[src/rtl/nes_event_pkg.sv]
// Shared event-word layout and SNES button indices for the pad event queue.
// Optional build macro used by nes_button_events: NES_BUTTON_EVENTS_DEBOUNCE_EN.
package nes_event_pkg;

    localparam int unsigned EVT_W         = 8;
    localparam int unsigned EVT_PRESS_BIT = 7;
    localparam int unsigned EVT_INDEX_MSB = 3;
    localparam int unsigned EVT_INDEX_LSB = 0;
    localparam int unsigned EVT_INDEX_W   = EVT_INDEX_MSB - EVT_INDEX_LSB + 1;

    // Button indices in SNES serial shift order
    localparam int unsigned BTN_B      = 0;
    localparam int unsigned BTN_Y      = 1;
    localparam int unsigned BTN_SELECT = 2;
    localparam int unsigned BTN_START  = 3;
    localparam int unsigned BTN_UP     = 4;
    localparam int unsigned BTN_DOWN   = 5;
    localparam int unsigned BTN_LEFT   = 6;
    localparam int unsigned BTN_RIGHT  = 7;
    localparam int unsigned BTN_A      = 8;
    localparam int unsigned BTN_X      = 9;
    localparam int unsigned BTN_L      = 10;
    localparam int unsigned BTN_R      = 11;

    typedef struct packed {
        logic                   press;
        logic [2:0]             rsvd;
        logic [EVT_INDEX_W-1:0] index;
    } evt_word_t;

    function automatic evt_word_t make_evt(input logic press, input logic [EVT_INDEX_W-1:0] index);
        evt_word_t w;
        w.press = press;
        w.rsvd  = 3'b000;
        w.index = index;
        return w;
    endfunction

endpackage

[src/rtl/nes_event_fifo.sv]
// Synchronous event FIFO; wrap-bit pointers give full/empty, head reads 0 when empty.
module nes_event_fifo
    import nes_event_pkg::*;
#(
    parameter int unsigned DEPTH = 8
) (
    input  logic                   clk,
    input  logic                   reset,
    input  logic                   push,
    input  logic                   pop,
    input  evt_word_t              wr_data,
    output evt_word_t              rd_data,
    output logic [$clog2(DEPTH):0] count,
    output logic                   full,
    output logic                   empty
);

    localparam int unsigned AW = $clog2(DEPTH);
    localparam int unsigned PW = AW + 1;

    logic [PW-1:0] wr_ptr;
    logic [PW-1:0] rd_ptr;
    evt_word_t     mem [DEPTH];
    logic          pop_ok;
    logic          push_ok;

    assign empty   = (wr_ptr == rd_ptr);
    assign full    = (wr_ptr[AW] != rd_ptr[AW]) && (wr_ptr[AW-1:0] == rd_ptr[AW-1:0]);
    assign pop_ok  = pop && !empty;
    // A pop in the same cycle frees the slot, so a full queue still accepts the push
    assign push_ok = push && (!full || pop_ok);
    assign rd_data = empty ? '0 : mem[rd_ptr[AW-1:0]];

    always_ff @(posedge clk or posedge reset) begin
        if (reset) begin
            wr_ptr <= '0;
            rd_ptr <= '0;
            count  <= '0;
        end else begin
            if (push_ok) wr_ptr <= wr_ptr + PW'(1);
            if (pop_ok)  rd_ptr <= rd_ptr + PW'(1);
            count <= count + PW'(push_ok) - PW'(pop_ok);
        end
    end

    always_ff @(posedge clk) begin
        if (push_ok) mem[wr_ptr[AW-1:0]] <= wr_data;
    end

endmodule

[src/rtl/nes_button_events.sv]
// Converts pad button-vector changes into a queue of press/release events.
// Build option: define NES_BUTTON_EVENTS_DEBOUNCE_EN to require STABLE_CYCLES of stability.
module nes_button_events
    import nes_event_pkg::*;
#(
    parameter int unsigned FIFO_DEPTH    = 8,
    parameter int unsigned BUTTONS       = 12,
    parameter int unsigned STABLE_CYCLES = 4
) (
    input  logic                        clk,
    input  logic                        reset,
    input  logic [15:0]                 nes_state,
    input  logic                        evt_pop,
    input  logic                        clr_overflow,
    output logic [7:0]                  evt_data,
    output logic                        evt_valid,
    output logic [$clog2(FIFO_DEPTH):0] evt_count,
    output logic                        overflow,
    output logic                        irq,
    output logic [BUTTONS-1:0]          btn_state
);

    logic [BUTTONS-1:0] sync1;
    logic [BUTTONS-1:0] sync2;
    logic [BUTTONS-1:0] accepted;
    logic [BUTTONS-1:0] diff_c;
    logic [BUTTONS-1:0] lowest_c;
    logic [EVT_INDEX_W-1:0] sel_idx_c;
    logic               sel_val_c;
    logic               found_c;
    logic               push_c;
    logic               drop_c;
    logic               fifo_full;
    logic               fifo_empty;
    evt_word_t          head;
    logic               unused_hi;

    assign unused_hi = ^nes_state;

    // Two-flop synchronizer: the pad reader runs from an unrelated slow clock
    always_ff @(posedge clk or posedge reset) begin
        if (reset) begin
            sync1 <= '0;
            sync2 <= '0;
        end else begin
            sync1 <= nes_state[BUTTONS-1:0];
            sync2 <= sync1;
        end
    end

`ifdef NES_BUTTON_EVENTS_DEBOUNCE_EN
    localparam int unsigned STAB_W   = $clog2(STABLE_CYCLES) + 1;
    localparam int unsigned STAB_MAX = STABLE_CYCLES - 2;

    logic [BUTTONS-1:0] sync2_d;
    logic [STAB_W-1:0]  stab_cnt;

    // Accept sync2 only after it has held unchanged for STABLE_CYCLES cycles
    always_ff @(posedge clk or posedge reset) begin
        if (reset) begin
            sync2_d  <= '0;
            stab_cnt <= '0;
            accepted <= '0;
        end else begin
            sync2_d <= sync2;
            if (sync2 != sync2_d) begin
                stab_cnt <= '0;
            end else if (stab_cnt < STAB_W'(STAB_MAX)) begin
                stab_cnt <= stab_cnt + STAB_W'(1);
            end
            if ((sync2 == sync2_d) && (stab_cnt == STAB_W'(STAB_MAX))) accepted <= sync2;
        end
    end
`else
    localparam int unsigned unused_stable_cycles = STABLE_CYCLES;
    assign accepted = sync2;
`endif

    // Lowest-index pending change wins; one event per cycle
    always_comb begin
        diff_c    = accepted ^ btn_state;
        lowest_c  = diff_c & (~diff_c + BUTTONS'(1));
        sel_idx_c = '0;
        sel_val_c = 1'b0;
        found_c   = 1'b0;
        for (int i = 0; i < BUTTONS; i++) begin
            if (diff_c[i] && !found_c) begin
                found_c   = 1'b1;
                sel_idx_c = EVT_INDEX_W'(i);
                sel_val_c = accepted[i];
            end
        end
        push_c = found_c && (!fifo_full || evt_pop);
        drop_c = found_c && fifo_full && !evt_pop;
    end

    always_ff @(posedge clk or posedge reset) begin
        if (reset) begin
            btn_state <= '0;
            irq       <= 1'b0;
            overflow  <= 1'b0;
        end else begin
            btn_state <= btn_state ^ lowest_c;
            irq       <= push_c;
            if (drop_c)            overflow <= 1'b1;
            else if (clr_overflow) overflow <= 1'b0;
        end
    end

    nes_event_fifo #(
        .DEPTH (FIFO_DEPTH)
    ) u_fifo (
        .clk     (clk),
        .reset   (reset),
        .push    (push_c),
        .pop     (evt_pop),
        .wr_data (make_evt(sel_val_c, sel_idx_c)),
        .rd_data (head),
        .count   (evt_count),
        .full    (fifo_full),
        .empty   (fifo_empty)
    );

    assign evt_data  = head;
    assign evt_valid = !fifo_empty;

endmodule
[config.mk]
export PLATFORM = sky130hd
export DESIGN_NAME = nes_button_events
export DESIGN_NICKNAME = d
export VERILOG_FILES = /design/src/rtl/nes_event_pkg.sv /design/src/rtl/nes_event_fifo.sv /design/src/rtl/nes_button_events.sv
export SDC_FILE = /design/constraint.sdc
export NUM_CORES = 1
export LEC_CHECK = 0
export ABC_AREA = 0
export BUFFER_PORTS_ARGS = -buffer_cell sky130_fd_sc_hd__clkbuf_2
export CAP_MARGIN = 25
export CORE_MARGIN = 3
export CORE_UTILIZATION = 60
export DETAILED_ROUTE_END_ITERATION = 10
export PLACE_DENSITY = 0.82
export SYNTH_ARGS = -nofsm -noshare
export SYNTH_HDL_FRONTEND = slang
export SYNTH_HIERARCHICAL = 1
export SYNTH_SLANG_ARGS = --single-unit
[constraint.sdc]
create_clock -name clk -period 4.3 [get_ports clk]
set_clock_uncertainty 0.1 [all_clocks]
set_input_delay 0.43 -clock clk [delete_from_list [all_inputs] [get_ports clk]]
set_output_delay 0.43 -clock clk [all_outputs]
set_load 0.02 [all_outputs]
==> impl_metrics.env, run 1 <==
export IMPL_diodes=0
export IMPL_path_class="reg2reg"
export IMPL_r2r_start="btn_state[0]$_DFF_PP0_"
export IMPL_final_util_pct=78.0
export IMPL_grt_pass1_vias=3449
export IMPL_p_seq_share_pct=34.6
export IMPL_p_leak_nw=2.62
export IMPL_hp_class="in2reg"
export IMPL_post_drt_wl_per_cell_um=17.4
export IMPL_start_util_pct=63.2
export IMPL_max_freq_mhz=283
export IMPL_drt_wl_total_um=9990
export IMPL_portBuffers=42
export IMPL_tightest_slew_ns=0.729
export IMPL_grt_pass1_wl_um=16400
export IMPL_dpl_hpwl_um=6180
export IMPL_grt_setup_unrepaired="no"
export IMPL_antenna_found_initial=0
export IMPL_ant_nets=0
export IMPL_powerDensity_nw_per_um2=842
export IMPL_crit_fanout=10
export IMPL_die_h_um=97.1
export IMPL_grt_max_degree=39
export IMPL_crit_buf_inv=3
export IMPL_yosysUniqueCellTypes=53
export IMPL_dpl_cell_area_sq_um=5400
export IMPL_ir_drop_v=0.000427
export IMPL_slew_viol_final=0
export IMPL_swShare_pct=36.1
export IMPL_synth_edf_count=64
export IMPL_slowest_delay_ns=0.49
export IMPL_ys_ff_latch=114
export IMPL_pin_count=47
export IMPL_setup_ws_ns=0.765
export IMPL_path_cells="inv_1, ha_1, and4_1, nand3_1, nor2_1, a21oi_1, inv_1, nand3_1, o211ai_1, ha_1, inv_1, fa_1, xnor2_1"
export IMPL_synth_warnings=6
export IMPL_clock_path_buffers=2
export IMPL_syn_area_sq_um=4980
export IMPL_drive_above_1_share_pct=19.9
export IMPL_cts_sinks=114
export IMPL_combPwrFrac_pct=37.2
export IMPL_crit_arrival_ns=3.82
export IMPL_slew_headroom_pct=51.2
export IMPL_path_common_cell="inv_1"
export IMPL_intPower_mw=3.31
export IMPL_syn_inst=367
export IMPL_finalNetCount=487
export IMPL_cts_htree_levels=4
export IMPL_area_growth_pct=23.5
export IMPL_ys_seq_area_share_pct=63.7
export IMPL_place_congestion=0.827
export IMPL_tritoncts="yes"
export IMPL_cp_top_family="adder cells"
export IMPL_cts_made_buffers=17
export IMPL_fin_crit_sh_pct=82.2
export IMPL_setup_tns_ns=0
export IMPL_drc=0
export IMPL_p_clk_share_pct=28.2
export IMPL_rows=32
export IMPL_path_clk_slew_ns=0.06
export IMPL_ctsRootBufferMaster="clkbuf_8"
export IMPL_die_w_um=97.1
export IMPL_syn_area_per_cell_sq_um=13.6
export IMPL_num_vias=3202
export IMPL_grt_ovfl_total=0
export IMPL_synthArstFlopShare_pct=43.9
export IMPL_netSwitchingPower_mw=1.87
export IMPL_grt_usage_pct=22.5
export IMPL_startpoint_type="flop"
export IMPL_worstSetupEndpointType="flop"
export IMPL_cts_resized=0
export IMPL_via_per_inst=5.57
export IMPL_setup_viol=0
export IMPL_dpl_worst_slack_ns=0.902
export IMPL_fin_crit_ns=3.53
export IMPL_die_area_sq_um=9430
export IMPL_clock_latency_ns=0.51
export IMPL_status="finished, final reports clean"
export IMPL_maxCapViolCount=0
export IMPL_dr_pass1_iters=4
export IMPL_first_iter_violations=182
export IMPL_postLayoutCellArea_sq_um=6150
export IMPL_cp_startpoint="btn_state[0]$_DFF_PP0_"
export IMPL_crit_required_ns=4.59
export IMPL_min_from="evt_pop"
export IMPL_core_sq_um=7890
export IMPL_synth_main_ff_cell="edfxtp_1"
export IMPL_hold_viol=0
export IMPL_cp_slowest_cell="ha_1"
## logic make-up (layout without fill, tap and decap cells)
| logic type | count (synthesis) | in the layout | synth area share (%) |
|---|---|---|---|
| compound gates | 53 | 53 | 7.18 |
| xor+xnor | 24 | 24 | 4.67 |
| fa+ha+maj | 12 | 12 | 2.96 |
| buf+inv | 37 | 120 | 3.19 |
| flops | 114 | 114 | 63.7 |
| mux | 43 | 43 | 8.86 |
| other cells | 1 | 24 | 0.0753 |
| simple gates | 83 | 83 | 9.37 |
## power by group through the flow
stage	Sequential (mW)	Clock, mW	Combinational [mW]
after floorplan	1.82	0	1.34
after global placement	1.78	0	1.80
after detailed placement	1.80	0	1.88
after CTS	1.79	1.48	1.93
after global routing	1.83	1.54	2.10
final	1.79	1.46	1.93
## area by class of cell
cell class                      instances  area (sq um)
Clock buffer                           19           422
Inverter                               23          86.3
Sequential cell                       114          3170
Fill cell                             451          1730
Clock inverter                         13           190
Multi-Input combinational cell        239          1740
Timing Repair Buffer                   65           418
Tap cell                              102           128
## through the flow
step | power [mW] | cells | hold slack [ns]
floorplan | 3.16 | 390 | 0.195
global placement | 3.57 | 529 | 0.231
detailed placement | 3.68 | 529 | 0.235
CTS | 5.20 | 575 | 0.167
global route | 5.46 | 575 | 0.193
finish | 5.18 | 575 | 0.187
## what timing repair did
| action | CTS | global route |
|---|---|---|
| setup buffers | 0 | 0 |
| endpoints found under the setup margin | 0 | 0 |
| hold buffers | 14 | 0 |
| hold endpoints to repair | 63 | 0 |
## synthesized netlist by cell type (3+ instances only)
cell      count  share of area, %
edfxtp_1     64                39
dfrtp_1      50                25
mux2i_1      34               6.8
inv_1        23               1.7
a22oi_1      16               2.4
nor2_1       14               1.1
xnor2_1      14               2.5
nand2_1      13              0.98
and3_1        9               1.1
o21ai_0       9              0.90
nand2b_1      7              0.88
nand3_1       7              0.70
xor2_1        7               1.2
ha_1          6               1.5
nor2b_1       6              0.75
a21oi_1       5              0.50
clkbuf_1      5              0.38
mux2_2        5               1.1
nor4_1        5              0.63
buf_2         4              0.40
mux2_1        4              0.90
nand4_1       4              0.50
nor3_1        4              0.40
o21ai_1       4              0.40
a31oi_1       3              0.38
and2_1        3              0.38
maj3_1        3              0.60
nand3b_1      3              0.45
o211ai_1      3              0.45
o22ai_1       3              0.38
xnor2_2       3              0.98
## state kept, by name, summed over array words and instances, names as in the netlist, named ones only
register / count
overflow: 1
u_fifo/wr_ptr: 4
sync1: 12
u_fifo/rd_ptr: 4
irq: 1
u_fifo/mem: 64
btn_state: 1
u_fifo/count: 4
accepted: 12
## routing by layer
metal	up-vias	wire [um]	global-route usage [%]
li1	1514	-	-
met1	1564	3890	25.1
met2	99	5440	40.3
met3	25	402	6.32
met4	0	255	9.61
met5	-	0	0
## worst paths after layout
path,to,slack (ns),cells after the start
worst max-delay path,u_fifo/count[2]$_DFF_PP0_,0.77,13
worst min-delay path,overflow$_DFFE_PP0P_,0.19,2
worst max register to register,u_fifo/count[2]$_DFF_PP0_,0.77,13
worst min register to register,accepted[2]$_DFF_PP0_,0.25,0
max in group asynchronous,accepted[4]$_DFF_PP0_,3.31,4
min in group asynchronous,u_fifo/wr_ptr[3]$_DFFE_PP0P_,0.38,3
## layout by cell type, fill, tap and decap left out, types with 4 or more instances in the layout
cell	instances
edfxtp_1	64
dfrtp_1	49
clkbuf_2	42
mux2i_1	34
conb_1	24
inv_1	23
clkbuf_16	16
a22oi_1	16
xnor2_1	14
nor2_1	14
dlygate4sd3_1	14
nand2_1	13
o21ai_0	9
and3_1	9
buf_4	9
nand3_1	7
xor2_1	7
nand2b_1	7
nor2b_1	6
ha_1	6
mux2_2	5
nor4_1	5
a21oi_1	5
clkinv_2	5
bufinv_16	5
nand4_1	4
o21ai_1	4
nor3_1	4
mux2_1	4
Note: power is estimated with default switching activity, not from simulation.
==> run 2: changes to the inputs <==
--- a/config.mk
+++ b/config.mk
@@ -5,7 +5,7 @@
 export SDC_FILE = /design/constraint.sdc
 export NUM_CORES = 1
 export LEC_CHECK = 0
-export ABC_AREA = 0
+export ABC_AREA = 1
 export BUFFER_PORTS_ARGS = -buffer_cell sky130_fd_sc_hd__clkbuf_2
 export CAP_MARGIN = 25
 export CORE_MARGIN = 3
==> constraint.sdc (replaced) <==
create_clock -name clk -period 3.55 [get_ports clk]
set_clock_uncertainty 0.1 [all_clocks]
set_input_delay 0.355 -clock clk [delete_from_list [all_inputs] [get_ports clk]]
set_output_delay 0.355 -clock clk [all_outputs]
set_load 0.02 [all_outputs]
==> run 2 against run 1 <==
  * Sequential share of layout area fell by 0.98 points
  * Flip-flop and latch count did not move
  * Critical path depth rose by 9
  * Hold slack got worse by 0.079 ns
  * Worst setup slack got worse by 0.58 ns
  * Maximum frequency rose by 5.0%
  * Via count rose by 15%
  * Count of clock-buffer cells in the layout rose by 7
  * Final cell count rose by 20%
  * Highest routed layer unchanged
==> impl_metrics.env, run 2 <==
export IMPL_min_from="evt_pop"
export IMPL_startpoint_type="flop"
export IMPL_p_leak_nw=2.82
export IMPL_crit_arrival_ns=3.67
export IMPL_cp_startpoint="btn_state[0]$_DFF_PP0_"
export IMPL_dr_pass1_iters=5
export IMPL_core_sq_um=7890
export IMPL_maxCapViolCount=0
export IMPL_cts_sinks=114
export IMPL_worstSetupEndpointType="flop"
export IMPL_path_cells="inv_1, ha_4, nand3_4, inv_4, nand2_2, nor2_4, nand3_4, nor2_4, nand2_2, nor2_4, inv_2, nor2_4, nand2_2, o21ai_2, inv_1, inv_1, nand3_2, nand2_1, ha_2, inv_1, fa_1, xnor2_1"
export IMPL_grt_max_degree=39
export IMPL_first_iter_violations=294
export IMPL_diodes=0
export IMPL_place_congestion=0.820
export IMPL_drt_wl_total_um=10800
export IMPL_synth_top_area_cell="edfxtp_1"
export IMPL_synth_edf_count=64
export IMPL_final_util_pct=79.5
export IMPL_ir_drop_v=0.000639
export IMPL_multi_input_area_sq_um=1660
export IMPL_die_w_um=97.0
export IMPL_num_vias=3695
export IMPL_grt_ovfl_total=0
export IMPL_cts_htree_levels=4
export IMPL_holdPathStages=2
export IMPL_ant_nets=0
export IMPL_syn_area_per_cell_sq_um=10.5
export IMPL_drc=0
export IMPL_dp_cells=635
export IMPL_fillers=449
export IMPL_r2r_start="btn_state[0]$_DFF_PP0_"
export IMPL_clock_latency_ns=0.52
export IMPL_cp_slowest_cell="fa_1"
export IMPL_grt_pass1_wl_um=17400
export IMPL_portBuffers=42
export IMPL_post_drt_wl_per_cell_um=15.7
export IMPL_path_clk_slew_ns=0.06
export IMPL_max_freq_mhz=297
export IMPL_clock_path_buffers=2
export IMPL_slew_headroom_pct=44.1
export IMPL_postLayoutCellArea_sq_um=6270
export IMPL_ys_ff_latch=114
export IMPL_setup_tns_ns=0
export IMPL_rows=32
export IMPL_largest_reg_flops=64
export IMPL_crit_fanout=5
export IMPL_die_area_sq_um=9400
export IMPL_synth_area_leaders="edfxtp_1 39%, dfrtp_1 25%, nand2_1 6.2%, nor2_1 5.6%, o21ai_0 4.8%"
export IMPL_area_growth_pct=26.3
export IMPL_ctsRootBufferMaster="clkbuf_8"
export IMPL_yosysUniqueCellTypes=37
export IMPL_start_util_pct=62.9
export IMPL_fin_crit_ns=3.37
export IMPL_synthTopCellsByCount="82 x nand2_1, 74 x nor2_1, 64 x edfxtp_1"
export IMPL_syn_area_sq_um=4960
export IMPL_drive_above_1_share_pct=20.8
export IMPL_cts_made_buffers=17
export IMPL_yosysMostFrequentCell="nand2_1"
export IMPL_pin_count=47
export IMPL_fin_cells=692
export IMPL_grt_pass1_vias=3824
export IMPL_ys_seq_area_share_pct=63.9
export IMPL_hp_class="in2reg"
export IMPL_path_class="reg2reg"
export IMPL_grt_usage_pct=24.2
export IMPL_hold_viol=0
export IMPL_synth_top_area_share_pct=38.7
export IMPL_crit_required_ns=3.86
export IMPL_synthArstFlopShare_pct=43.9
export IMPL_via_per_inst=5.34
export IMPL_tightest_slew_ns=0.836
export IMPL_synth_warnings=6
export IMPL_ff2ff_path_depth=22
export IMPL_slowest_delay_ns=0.38
export IMPL_syn_inst=471
export IMPL_dpl_cell_area_sq_um=5390
export IMPL_fin_crit_sh_pct=94.8
export IMPL_power_total_mw=6.25
export IMPL_status="finished, final reports clean"
export IMPL_antenna_found_initial=0
export IMPL_tritoncts="yes"
export IMPL_synth_main_ff_cell="edfxtp_1"
export IMPL_layout_commonest_cell="nand2_1"
export IMPL_powerDensity_nw_per_um2=996
export IMPL_die_h_um=97.0
export IMPL_setup_viol=0
export IMPL_final_cell_mix="81 x nand2_1, 74 x nor2_1, 64 x edfxtp_1"
export IMPL_ff_latch_area_sq_um=3170
export IMPL_finalNetCount=604
export IMPL_slew_viol_final=0
export IMPL_dpl_hpwl_um=6300
-- run 2: cell count changes after synthesis, moves of 7 or more --
cell,delta
nand2b_1,-7
nor2_1,+60
nand2_1,+69
a22oi_1,-16
mux2i_1,-34
nand3_1,+14
o21ai_0,+39
inv_1,+17
xnor2_1,-7
inv_2,+7
and3_1,-8
-- run 2: kinds of logic after synthesis --
| kind of cell | share of synthesized area, % |
|---|---|
| adders and majority gates | 1.92 |
| xor gates and xnor gates | 3.15 |
| buffers and inverters | 5.24 |
| and+or+nand+nor | 17.7 |
| other | 0.0756 |
| DFF | 63.9 |
| muxes | 0.454 |
| AOI/OAI and AO/OA | 7.56 |
-- run 2: path summary, 6_finish.rpt --
path / to / slack (ns)
max reg2reg: u_fifo/count[2]$_DFF_PP0_ / 0.18
max in group asynchronous: async pin / 2.60
max: u_fifo/count[2]$_DFF_PP0_ / 0.18
min in group asynchronous: u_fifo/rd_ptr[2]$_DFFE_PP0N_ / 0.31
min reg2reg: accepted[7]$_DFF_PP0_ / 0.25
min: overflow$_DFFE_PP0P_ / 0.11
-- run 2: layer usage --
metal	global-route usage [%]	vias up	part of all wire, %
li1	-	1748	-
met1	25.8	1746	37
met2	42.0	168	53
met3	9.23	33	7.2
met4	11.8	0	3.4
met5	0	-	0
-- run 2: repair_timing --
action | 4_1_cts | 5_1_grt
buffers inserted | 0 | 11
hold endpoints to repair | 63 | 0
endpoints found under the setup margin | 0 | 27
gates resized for setup | 0 | 8
hold buffers | 14 | 0
-- run 2: metrics by stage --
stage,setup WS (ns),hold WS [ns]
6_report,0.184,0.108
5_1_grt,-0.0365,0.0970
4_1_cts,0.0162,0.0611
3_5_place_dp,0.0735,0.236
3_3_place_gp,0.224,0.232
2_1_floorplan,0.201,0.120
-- run 2: worst max-delay path, delay by kind of cell (launching register included) --
kind | cells | cell delay (ns)
compound gates | 1 | 0.08
xor+xnor | 1 | 0.13
fa+ha+maj | 3 | 0.86
buf+inv | 6 | 0.43
flops | 1 | 0.35
simple gates | 11 | 1.29
-- run 2: where the power goes --
| part | switching, mW | internal [mW] | leakage, nW |
|---|---|---|---|
| clock | 0.570 | 1.16 | 0.306 |
| sequential | 0.275 | 1.90 | 1.19 |
| combinational | 1.57 | 0.776 | 1.32 |
-- run 2: final cells by class --
class | count | area share (%)
clock buffers | 26 | 8.46
clock inverters | 6 | 1.42
inverters | 48 | 2.95
multi-input cells | 319 | 26.4
flip-flops and latches | 114 | 50.6
well taps | 102 | 2.04
repair buffers | 77 | 8.10
